File: config.mk
export PLATFORM = sky130hd
export DESIGN_NAME = mem_port_arbiter
export DESIGN_NICKNAME = d
export VERILOG_FILES = /design/src/rtl/mem_port_arbiter.sv
export SDC_FILE = /design/constraint.sdc
export NUM_CORES = 1
export LEC_CHECK = 0
export CAP_MARGIN = 20
export CORE_AREA = 2 2 113 115
export CTS_CLUSTER_SIZE = 8
export DETAILED_ROUTE_END_ITERATION = 6
export DIE_AREA = 0 0 115 117
export GPL_TIMING_DRIVEN = 0
export PLACE_DENSITY_LB_ADDON = 0.12
export SLEW_MARGIN = 20
export SYNTH_ARGS = -nofsm -noshare
export SYNTH_HDL_FRONTEND = slang
export SYNTH_SLANG_ARGS = --single-unit
export TNS_END_PERCENT = 50
File: constraint.sdc
create_clock -name clk -period 1.8 [get_ports clk]
set_input_delay 0.45 -clock clk [delete_from_list [all_inputs] [get_ports clk]]
set_output_delay 0.45 -clock clk [all_outputs]
set_load 0.005 [all_outputs]
File: src/rtl/mem_port_arbiter.sv
// Arbitrates one memory port between an instruction-fetch and a data requester.
// Data wins by default; fetch is guaranteed a slot after a bounded run of data grants.
module mem_port_arbiter #(
    parameter int unsigned XLEN         = 32,
    parameter int unsigned MAX_D_STREAK = 4,
    parameter int unsigned TIMEOUT      = 64
) (
    input  logic              clk,
    input  logic              reset,
    input  logic              i_req,
    input  logic [XLEN-1:0]   i_addr,
    output logic              i_ack,
    output logic [XLEN-1:0]   i_rdata,
    output logic              i_err,
    input  logic              d_req,
    input  logic              d_we,
    input  logic [XLEN-1:0]   d_addr,
    input  logic [XLEN-1:0]   d_wdata,
    input  logic [XLEN/8-1:0] d_wstrb,
    output logic              d_ack,
    output logic [XLEN-1:0]   d_rdata,
    output logic              d_err,
    output logic              mem_req,
    output logic              mem_we,
    output logic [XLEN-1:0]   mem_addr,
    output logic [XLEN-1:0]   mem_wdata,
    output logic [XLEN/8-1:0] mem_wstrb,
    input  logic              mem_ack,
    input  logic [XLEN-1:0]   mem_rdata
);

    localparam int unsigned BW = XLEN / 8;
    localparam int unsigned SW = $clog2(MAX_D_STREAK + 1);
    localparam int unsigned TW = (TIMEOUT > 1) ? $clog2(TIMEOUT) : 1;

    typedef enum logic [1:0] {
        IDLE   = 2'd0,
        BUSY_I = 2'd1,
        BUSY_D = 2'd2
    } state_t;

    state_t        state;
    state_t        state_nxt;
    logic          grant_i;
    logic          grant_d;
    logic          expire;
    logic [SW-1:0] streak;
    logic [TW-1:0] tcnt;

    // State register
    always_ff @(posedge clk or negedge reset) begin
        if (!reset) state <= IDLE;
        else        state <= state_nxt;
    end

    // Next state, grant selection and timeout detection
    always_comb begin
        state_nxt = state;
        grant_i   = 1'b0;
        grant_d   = 1'b0;
        expire    = 1'b0;
        case (state)
            IDLE: begin
                if (i_req && (!d_req || streak == SW'(MAX_D_STREAK))) begin
                    grant_i   = 1'b1;
                    state_nxt = BUSY_I;
                end else if (d_req) begin
                    grant_d   = 1'b1;
                    state_nxt = BUSY_D;
                end
            end
            BUSY_I, BUSY_D: begin
                // An ack landing on the last allowed cycle wins over the timeout
                expire = !mem_ack && (tcnt == TW'(TIMEOUT - 1));
                if (mem_ack || expire) state_nxt = IDLE;
            end
            default: state_nxt = IDLE;
        endcase
    end

    // Owner-side completion signals, combinational from state and mem_ack
    always_comb begin
        i_ack   = 1'b0;
        i_err   = 1'b0;
        i_rdata = '0;
        d_ack   = 1'b0;
        d_err   = 1'b0;
        d_rdata = '0;
        case (state)
            BUSY_I: begin
                i_ack = mem_ack;
                i_err = expire;
                if (mem_ack) i_rdata = mem_rdata;
            end
            BUSY_D: begin
                d_ack = mem_ack;
                d_err = expire;
                if (mem_ack) d_rdata = mem_rdata;
            end
            default: ;
        endcase
    end

    // Memory-side request registers, streak and timeout counters
    always_ff @(posedge clk or negedge reset) begin
        if (!reset) begin
            mem_req   <= 1'b0;
            mem_we    <= 1'b0;
            mem_addr  <= '0;
            mem_wdata <= '0;
            mem_wstrb <= '0;
            streak    <= '0;
            tcnt      <= '0;
        end else if (grant_i) begin
            mem_req   <= 1'b1;
            mem_we    <= 1'b0;
            mem_addr  <= i_addr;
            mem_wdata <= '0;
            mem_wstrb <= BW'(0);
            streak    <= '0;
            tcnt      <= '0;
        end else if (grant_d) begin
            mem_req   <= 1'b1;
            mem_we    <= d_we;
            mem_addr  <= d_addr;
            mem_wdata <= d_wdata;
            mem_wstrb <= d_wstrb;
            tcnt      <= '0;
            if (!i_req)                             streak <= '0;
            else if (streak != SW'(MAX_D_STREAK))   streak <= streak + SW'(1);
        end else if (state != IDLE) begin
            if (mem_ack || expire) mem_req <= 1'b0;
            else                   tcnt    <= tcnt + TW'(1);
        end
    end

endmodule

==> results of run 1 <==
## metal layers
metal | wire length (um) | global-route usage (%)
met1 | 5640 | 23.0
met2 | 8080 | 40.6
met3 | 1130 | 6.54
met4 | 296 | 5.86
met5 | 0 | 0
## timing repair
| action | CTS | global route |
|---|---|---|
| cloned | 5 | 2 |
| setup endpoints to repair | 143 | 139 |
| pin swaps | 11 | 2 |
| buffers inserted | 32 | 9 |
| gates resized for setup | 422 | 39 |
## report_power, final
group	switching, W	internal (W)	leakage (nW)	total, W
sequential	0.000487	0.00266	0.980	0.00315
clock	0.000714	0.000967	0.135	0.00168
combinational	0.00245	0.00400	2.53	0.00645
total	0.00365	0.00762	3.65	0.0113
## sequential cells by signal, summed over array words and instances (netlist names)
register,flops
mem_req,1
streak,3
mem_wstrb,4
mem_wdata,32
mem_we,1
state,2
tcnt,6
mem_addr,32
## synth_stat cells
cell type	number	share of area (%)
sky130_fd_sc_hd__o31ai_1	1	0.20
sky130_fd_sc_hd__or3b_1	1	0.23
sky130_fd_sc_hd__a31o_2	2	0.46
sky130_fd_sc_hd__ha_1	6	2.0
sky130_fd_sc_hd__dfrtp_1	81	53
sky130_fd_sc_hd__a311o_1	1	0.26
sky130_fd_sc_hd__a21o_1	1	0.20
sky130_fd_sc_hd__nand2_1	12	1.2
sky130_fd_sc_hd__nand3b_1	1	0.20
sky130_fd_sc_hd__a31oi_1	2	0.33
sky130_fd_sc_hd__inv_1	37	3.6
sky130_fd_sc_hd__buf_1	2	0.20
sky130_fd_sc_hd__o211ai_1	1	0.20
sky130_fd_sc_hd__a32o_1	1	0.26
sky130_fd_sc_hd__nand3_1	3	0.39
sky130_fd_sc_hd__clkbuf_1	20	2.0
sky130_fd_sc_hd__nor2_1	5	0.49
sky130_fd_sc_hd__and2_4	1	0.23
sky130_fd_sc_hd__a22o_1	38	8.7
sky130_fd_sc_hd__nand2b_1	1	0.16
sky130_fd_sc_hd__mux2i_1	2	0.52
sky130_fd_sc_hd__o21ai_0	5	0.65
sky130_fd_sc_hd__and2_1	5	0.81
sky130_fd_sc_hd__o22ai_1	32	5.2
sky130_fd_sc_hd__a211o_1	1	0.23
sky130_fd_sc_hd__nor3_1	1	0.13
sky130_fd_sc_hd__buf_2	4	0.52
sky130_fd_sc_hd__buf_6	8	2.3
sky130_fd_sc_hd__and3_1	68	11
sky130_fd_sc_hd__a21oi_1	33	4.3
sky130_fd_sc_hd__nor2b_1	1	0.16
sky130_fd_sc_hd__o21ai_1	1	0.13
## through the flow
stage / setup TNS [ns] / util, % / cell area (um^2) / instances / power [W]
finish: -13.41 / 64.1 / 7900 / 860 / 0.0113
global route: -20.61 / 64.1 / 7900 / 860 / 0.0120
CTS: -14.48 / 62.3 / 7670 / 856 / 0.0110
detailed placement: -94.69 / 55.2 / 6800 / 804 / 0.00823
global placement: -310.53 / 55.1 / 6780 / 803 / 0.00812
floorplan: 0 / - / 3840 / 378 / 0.00531
## final cells by class
type,count,share of cell area (%)
buffer,29,3.03
clock buffer,11,3.07
clock inverter,5,0.396
inverter,37,1.76
multi-input combinational,226,22.8
sequential,81,25.7
tap,150,2.38
timing repair buffer,321,40.9
## logic make-up after synthesis
logic type / share of synthesized area (%)
DFF: 52.8
buffers and inverters: 8.63
AOI/OAI and AO/OA: 21.1
muxes: 0.521
adders and majority gates: 1.95
and+or+nand+nor: 15.0
## final timing paths
path                                                 from                         to  slack, ns
worst max-delay path                 state[1]$_DFFE_PN0P_                      d_err      -0.31
worst min-delay path                                reset   mem_wdata[9]$_DFFE_PN0P_       0.11
worst max register to register       state[1]$_DFFE_PN0P_        tcnt[5]$_DFFE_PN0P_      -0.03
worst min register to register  mem_wdata[26]$_DFFE_PN0P_  mem_wdata[26]$_DFFE_PN0P_       0.50
max in group asynchronous                           reset   mem_addr[19]$_DFFE_PN0P_       1.07
min in group clk                mem_wdata[26]$_DFFE_PN0P_  mem_wdata[26]$_DFFE_PN0P_       0.50
## worst register-to-register path: stages (launching register included)
cell	delay, ns
sky130_fd_sc_hd__dfrtp_1	0.40
sky130_fd_sc_hd__inv_2	0.08
sky130_fd_sc_hd__buf_6	0.12
sky130_fd_sc_hd__ha_4	0.18
sky130_fd_sc_hd__or3b_4	0.37
sky130_fd_sc_hd__a211o_1	0.28
sky130_fd_sc_hd__o211ai_1	0.18
sky130_fd_sc_hd__o31ai_1	0.10
==> summary by stage, run 1 <==
Pwr
The power per cell area is 1430 mW/mm^2. The maximum ir drop on the vdd rail is 0.000658 V. In this run the static leakage power is 3.65 nW.

Logic synthesis
Counting distinct cell types in the post-synthesis netlist gives 32. The total of flip-flops plus latches after synthesis is a little over 80. After synthesis, flip-flops and latches occupy a little over half of the total area. In this run the cell area of the synthesized design comes to between 0.003 and 0.004 mm^2. After technology mapping, the gate count stands at 378. The number of synthesis warnings is 0. The average instance area after synthesis is 10.2 um^2. The number of nets handed over by synthesis was around 520.

Critical path
STA classifies the critical path endpoint as an output port. The sort of element at the start of the critical path is a flop. The required time of the critical path is 1.35 ns. The biggest cell delay along the critical path is a little over 0.4 ns. The cell repeated most along the worst path is sky130_fd_sc_hd__buf_6. The worst register-to-register path has a depth of 7.

The critical path data arrival time is 1.66 ns. Walking the worst path, the cells encountered are buf_6 > ha_4 > buf_6 > buf_8 > buf_6 > and2_4 > buf_6. The buffers plus inverters on the worst setup path is 5.

The kind of critical path is flop to output port. Among cell families on the critical path, the largest total delay comes from buffers and inverters. The biggest fanout along the worst timing path is 6. Among all stages on the critical path, the largest delay is contributed by sky130_fd_sc_hd__dfrtp_1. Counting buffers and inverters, the worst setup path is 7 cells deep.

Die
The area enclosed by the die boundary is 0.0135 mm^2. The floorplan step set the die width to 115 um. The core box area is between 0.01 and 0.015 mm^2. During I/O placement, the number of pins put on the boundary was 276. The height of the chip is 117 um. The number of core rows is 41. The effective utilization at floorplan is 31.2%.

Timing
Setup slack on the critical path of the routed design comes to -0.307 ns. The final critical-path share of the clock period is 117%. The final count of hold timing violations is 0. Final hold analysis gives a worst-case slack of between 0.1 and 0.15 ns.

The highest attainable clock frequency is 475 MHz. Setup repair after global routing could not meet its margin everywhere. The number of slew-limit violations in the final report is 0.

The final clock skew is around 0.0061 ns. The post-layout minimum cycle time is ~2.1 ns. At the pin with the least slew margin, the transition time is roughly 0.56 ns. The number of endpoints failing setup at the final stage is 68. The normalized max-slew margin is between 60% and 70%.

Detailed routing
The remaining routing DRC violations is 0. Once detail routing completed, the nets flagged for antenna violations numbered 0. After detailed routing, the average wire length per cell comes to about 18 um. After the first detailed-routing iteration, the DRC count stood at 171. The sum of routed wire length over all layers is about 15000 um. The first detailed-routing pass ran for 4 iterations. Dividing the detail-routed via count by the number of cells gives 5.00. The total vias in the final route is 4299.

CTS
TritonCTS built the clock tree. Counting the buffers created by CTS gives 9. The number of clock sinks is between 80 and 90. Clock-pin slew was measured on the worst setup and hold paths at 0.06 ns. The clock latency on the worst-skew pair is 0.33 ns. The number of buffers added to fix hold violations after cts is 0.

The clock tree synthesis step divided the H-tree into 3 levels. The tree is rooted in a sky130_fd_sc_hd__clkbuf_16. The number of buffers between clock root and the deepest sink is 2.

GRT
The number of antenna violations at the first check in global routing came to 0. The first global-routing pass estimated 22800 um of wire. Entering global routing, the biggest net connects 43 pins.

Global routing used 21.4% of the available tracks across all layers. Global routing finished with a remaining overflow of 0. The via count of the first global-routing pass is 4425.

Cells and area
The filler cell count is 1043. At the end of the flow, the number of nets in the layout was roughly 850. Relative to the synthesized area, the layout overhead comes to 106%. The sequential cells in the finished layout cover a total of ~0.002 mm^2.

0 antenna diodes ended up in the layout. The most common cell after layout, fill and taps aside is sky130_fd_sc_hd__clkdlybuf4s50_1. Of the cells placed in the final design, the portion with a size suffix greater than 1 is 30.7%.

The area occupied by multi-input gates is between 0.0015 and 0.002 mm^2. The library cells used most frequently in the layout, excluding fill and tap cells, are sky130_fd_sc_hd__clkdlybuf4s50_1 (205), sky130_fd_sc_hd__dfrtp_1 (81), sky130_fd_sc_hd__buf_6 (75), sky130_fd_sc_hd__and3_4 (45), sky130_fd_sc_hd__a22o_1 (38).

Outcome
The final reports fail on setup timing. The flow ran to the end, but the final reports show violations.

Run
Across the run, the number of max-cap violations was 0.

Place
The total of buffers placed on input and output ports is about 280. Before CTS, the worst setup slack after placement is -1.29 ns. Routability-driven placement finished with a final weighted congestion of 0.753. Once detailed placement completed, the half-perimeter wirelength came to 10500 um.

Worst hold path
The worst min-delay path class is input pin to asynchronous set/reset pin.
No activity file was read; power rests on OpenSTA's default activity.
==> inputs of run 2 (changes only) <==
- TNS_END_PERCENT: 50 -> 5
==> summary by stage, run 2 (synthesis results as in run 1) <==
Timing
The least setup slack across all paths after layout came to -0.328 ns (was -0.307 ns). The post-layout minimum cycle time came to 2.13 ns (was 2.11 ns). Setup repair after global routing missed its margin: true (unchanged). The number of slew-limit violations in the final report is 0 (unchanged). The number of endpoints failing setup at the final stage is 139 (was 68). The final clock skew is 0.00657 ns (was 0.00615 ns).

The worst-margin pin slew is 0.557 ns (was 0.564 ns). The final sum of negative setup slack is -18.06 ns (was -13.41 ns). The highest attainable clock frequency came to 470 MHz (was 475 MHz). The final critical-path share of the clock period is 118% (was 117%). The final count of hold timing violations came to 0 (unchanged). The final hold slack was 0.109 ns (was 0.110 ns). The normalized max-slew margin came to 62.9% (was 62.4%).

Critical path
The required time of the critical path is 1.35 ns (about the same). The element type at the critical path end was an output port (unchanged). The cell repeated most along the worst path is sky130_fd_sc_hd__buf_6 (unchanged). The biggest cell delay along the critical path is 0.41 ns (about the same). The cell class contributing the biggest share of worst-path delay is buffers and inverters (unchanged). Worst-path cell chain: buf_6 > ha_4 > buf_6 > buf_8 > buf_6 > and2_4 > buf_6 (unchanged). The critical path's slowest cell is sky130_fd_sc_hd__dfrtp_1 (unchanged). The sort of element at the start of the critical path is a flop (unchanged). The kind of critical path is flop to output port (unchanged). The biggest fanout along the worst timing path is 7 (was 6). The buffers plus inverters on the worst setup path is 5 (unchanged). The critical path data arrival time is 1.68 ns (was 1.66 ns).

The register-to-register setup slack is -0.15 ns (was -0.03 ns).

CTS
The number of clock sinks is 81 (unchanged). The number of buffers added to fix hold violations after cts was 0 (unchanged). The number of CTS-inserted buffers is 9 (unchanged). The CTS tree is yes (unchanged). The clock latency on the worst-skew pair was 0.33 ns (about the same). The number of buffers between clock root and the deepest sink was 2 (unchanged). The number of levels in the clock H-tree is 3 (unchanged).

The root buffer cell is sky130_fd_sc_hd__clkbuf_16 (unchanged). The clock transition at the registers of the reported paths was 0.06 ns (about the same).

Die
The number of core rows was 41 (unchanged). The x dimension of the die is 115 um (unchanged). The height of the chip is 117 um (unchanged). The area enclosed by the die boundary is 0.0135 mm^2 (unchanged).

The effective utilization at floorplan was 31.2% (unchanged). The count of boundary I/O pins is 276 (unchanged). The core box area is 0.0123 mm^2 (unchanged).

Pwr
The static leakage came to 3.57 nW (was 3.65 nW). The power per cell area came to 1450 mW/mm^2 (was 1430 mW/mm^2). The maximum ir drop on the vdd rail is 0.000697 V (was 0.000658 V).

Run
The max-capacitance violation count is 0 (unchanged).

GRT
The via count of the first global-routing pass was 4336 (was 4425). The number of antenna violations at the first check in global routing is 0 (unchanged). The total global routing track utilization was 20.9% (was 21.4%). The total overflow reported by the global router is 0 (unchanged). The largest net degree at the start of global routing is 43 (unchanged). The global-route wire length before repair is 22300 um (was 22800 um).

Detailed routing
The sum of routed wire length over all layers was 14300 um (was 15200 um). The average via count per standard cell is 4.95 (was 5.00). The post-route antenna net violation count came to 0 (unchanged). The total vias in the final route was 4190 (was 4299). The remaining routing DRC violations is 0 (unchanged). The number of DRC markers in iteration 0 was 142 (was 171).

The first-pass iteration count of the detailed router is 4 (unchanged). The average wire length per cell after detail routing is 16.9 um (was 17.6 um).

Place
The placed wire-length estimate is 10500 um (unchanged). The routability congestion estimate is 0.753 (unchanged). The setup slack after placement was -1.29 ns (unchanged). The placed instance count is 804 (unchanged). The total of buffers placed on input and output ports came to 275 (unchanged).

Cells and area
Highest-count cells in the layout ignoring fill and taps: sky130_fd_sc_hd__clkdlybuf4s50_1 (205), sky130_fd_sc_hd__dfrtp_1 (81), sky130_fd_sc_hd__and3_1 (53), sky130_fd_sc_hd__a22o_1 (38), sky130_fd_sc_hd__clkbuf_2 (37) (was sky130_fd_sc_hd__clkdlybuf4s50_1 (205), sky130_fd_sc_hd__dfrtp_1 (81), sky130_fd_sc_hd__buf_6 (75), sky130_fd_sc_hd__and3_4 (45), sky130_fd_sc_hd__a22o_1 (38)). The antenna cell count came to 0 (unchanged). Largest registers: mem_addr: 32 flops, mem_wdata: 32 flops, tcnt: 6 flops (unchanged). The most common cell after layout, fill and taps aside is sky130_fd_sc_hd__clkdlybuf4s50_1 (unchanged). The post-route non-filler standard cell count was 847 (was 860). The filler cell count is 1095 (was 1043). The share of layout cells above drive strength 1 came to 26.3% (was 30.7%).

The total number of nets in the final design is 836 (was 849). The area added between synthesis and finish is 93.7% (was 106%).

Worst hold path
The worst min-delay path class is input pin to asynchronous set/reset pin (unchanged).

Outcome
Run status: complete, but fails checks (unchanged). Violations in the final reports: setup timing (unchanged).
==> run 2: power breakdown <==
group | internal [W] | switching [W]
clock | 0.000967 | 0.000714
sequential | 0.00266 | 0.000485
combinational | 0.00363 | 0.00236
total | 0.00725 | 0.00356
==> run 2: layout make-up <==
| class | instances | area, um^2 | area share [%] |
|---|---|---|---|
| Buffer | 34 | 312 | 4.19 |
| Multi-Input combinational cell | 226 | 1670 | 22.5 |
| Clock inverter | 5 | 31.3 | 0.420 |
| Inverter | 37 | 139 | 1.87 |
| Sequential cell | 81 | 2030 | 27.2 |
| Clock buffer | 11 | 243 | 3.26 |
| Timing Repair Buffer | 303 | 2830 | 38.0 |
| Tap cell | 150 | 188 | 2.52 |
==> run 2: final timing paths <==
check / from / endpoint / cells past startpoint
setup reg to reg: state[0]$_DFFE_PN0P_ / state[1]$_DFFE_PN0P_ / 10
hold reg to reg: mem_wdata[26]$_DFFE_PN0P_ / mem_wdata[26]$_DFFE_PN0P_ / 1
max in group asynchronous: reset / mem_addr[19]$_DFFE_PN0P_ / 2
min in group clk: mem_wdata[26]$_DFFE_PN0P_ / mem_wdata[26]$_DFFE_PN0P_ / 1
setup / recovery: state[1]$_DFFE_PN0P_ / d_err / 7
hold / removal: reset / mem_wdata[9]$_DFFE_PN0P_ / 1
==> run 2: routing by layer <==
metal	up-vias	routed length, um	GRT usage, %
li1	1993	-	-
met1	2012	5370	22.6
met2	171	7570	39.5
met3	14	1190	6.54
met4	0	175	5.86
met5	-	0	0
==> run 2: metrics by stage <==
step                power (W)  utilization (%)  cell area (um^2)
floorplan             0.00531                -              3840
global placement      0.00812             55.1              6780
detailed placement    0.00823             55.2              6800
CTS                    0.0107             60.7              7470
global route           0.0116             60.4              7440
finish                 0.0108             60.4              7440
==> run 2: what timing repair did <==
item                       4_1_cts  5_1_grt
pin swaps                        8        2
gates resized for setup        290       68
setup buffers                   21        1
setup endpoints to repair      143      147
cloned                           5        0
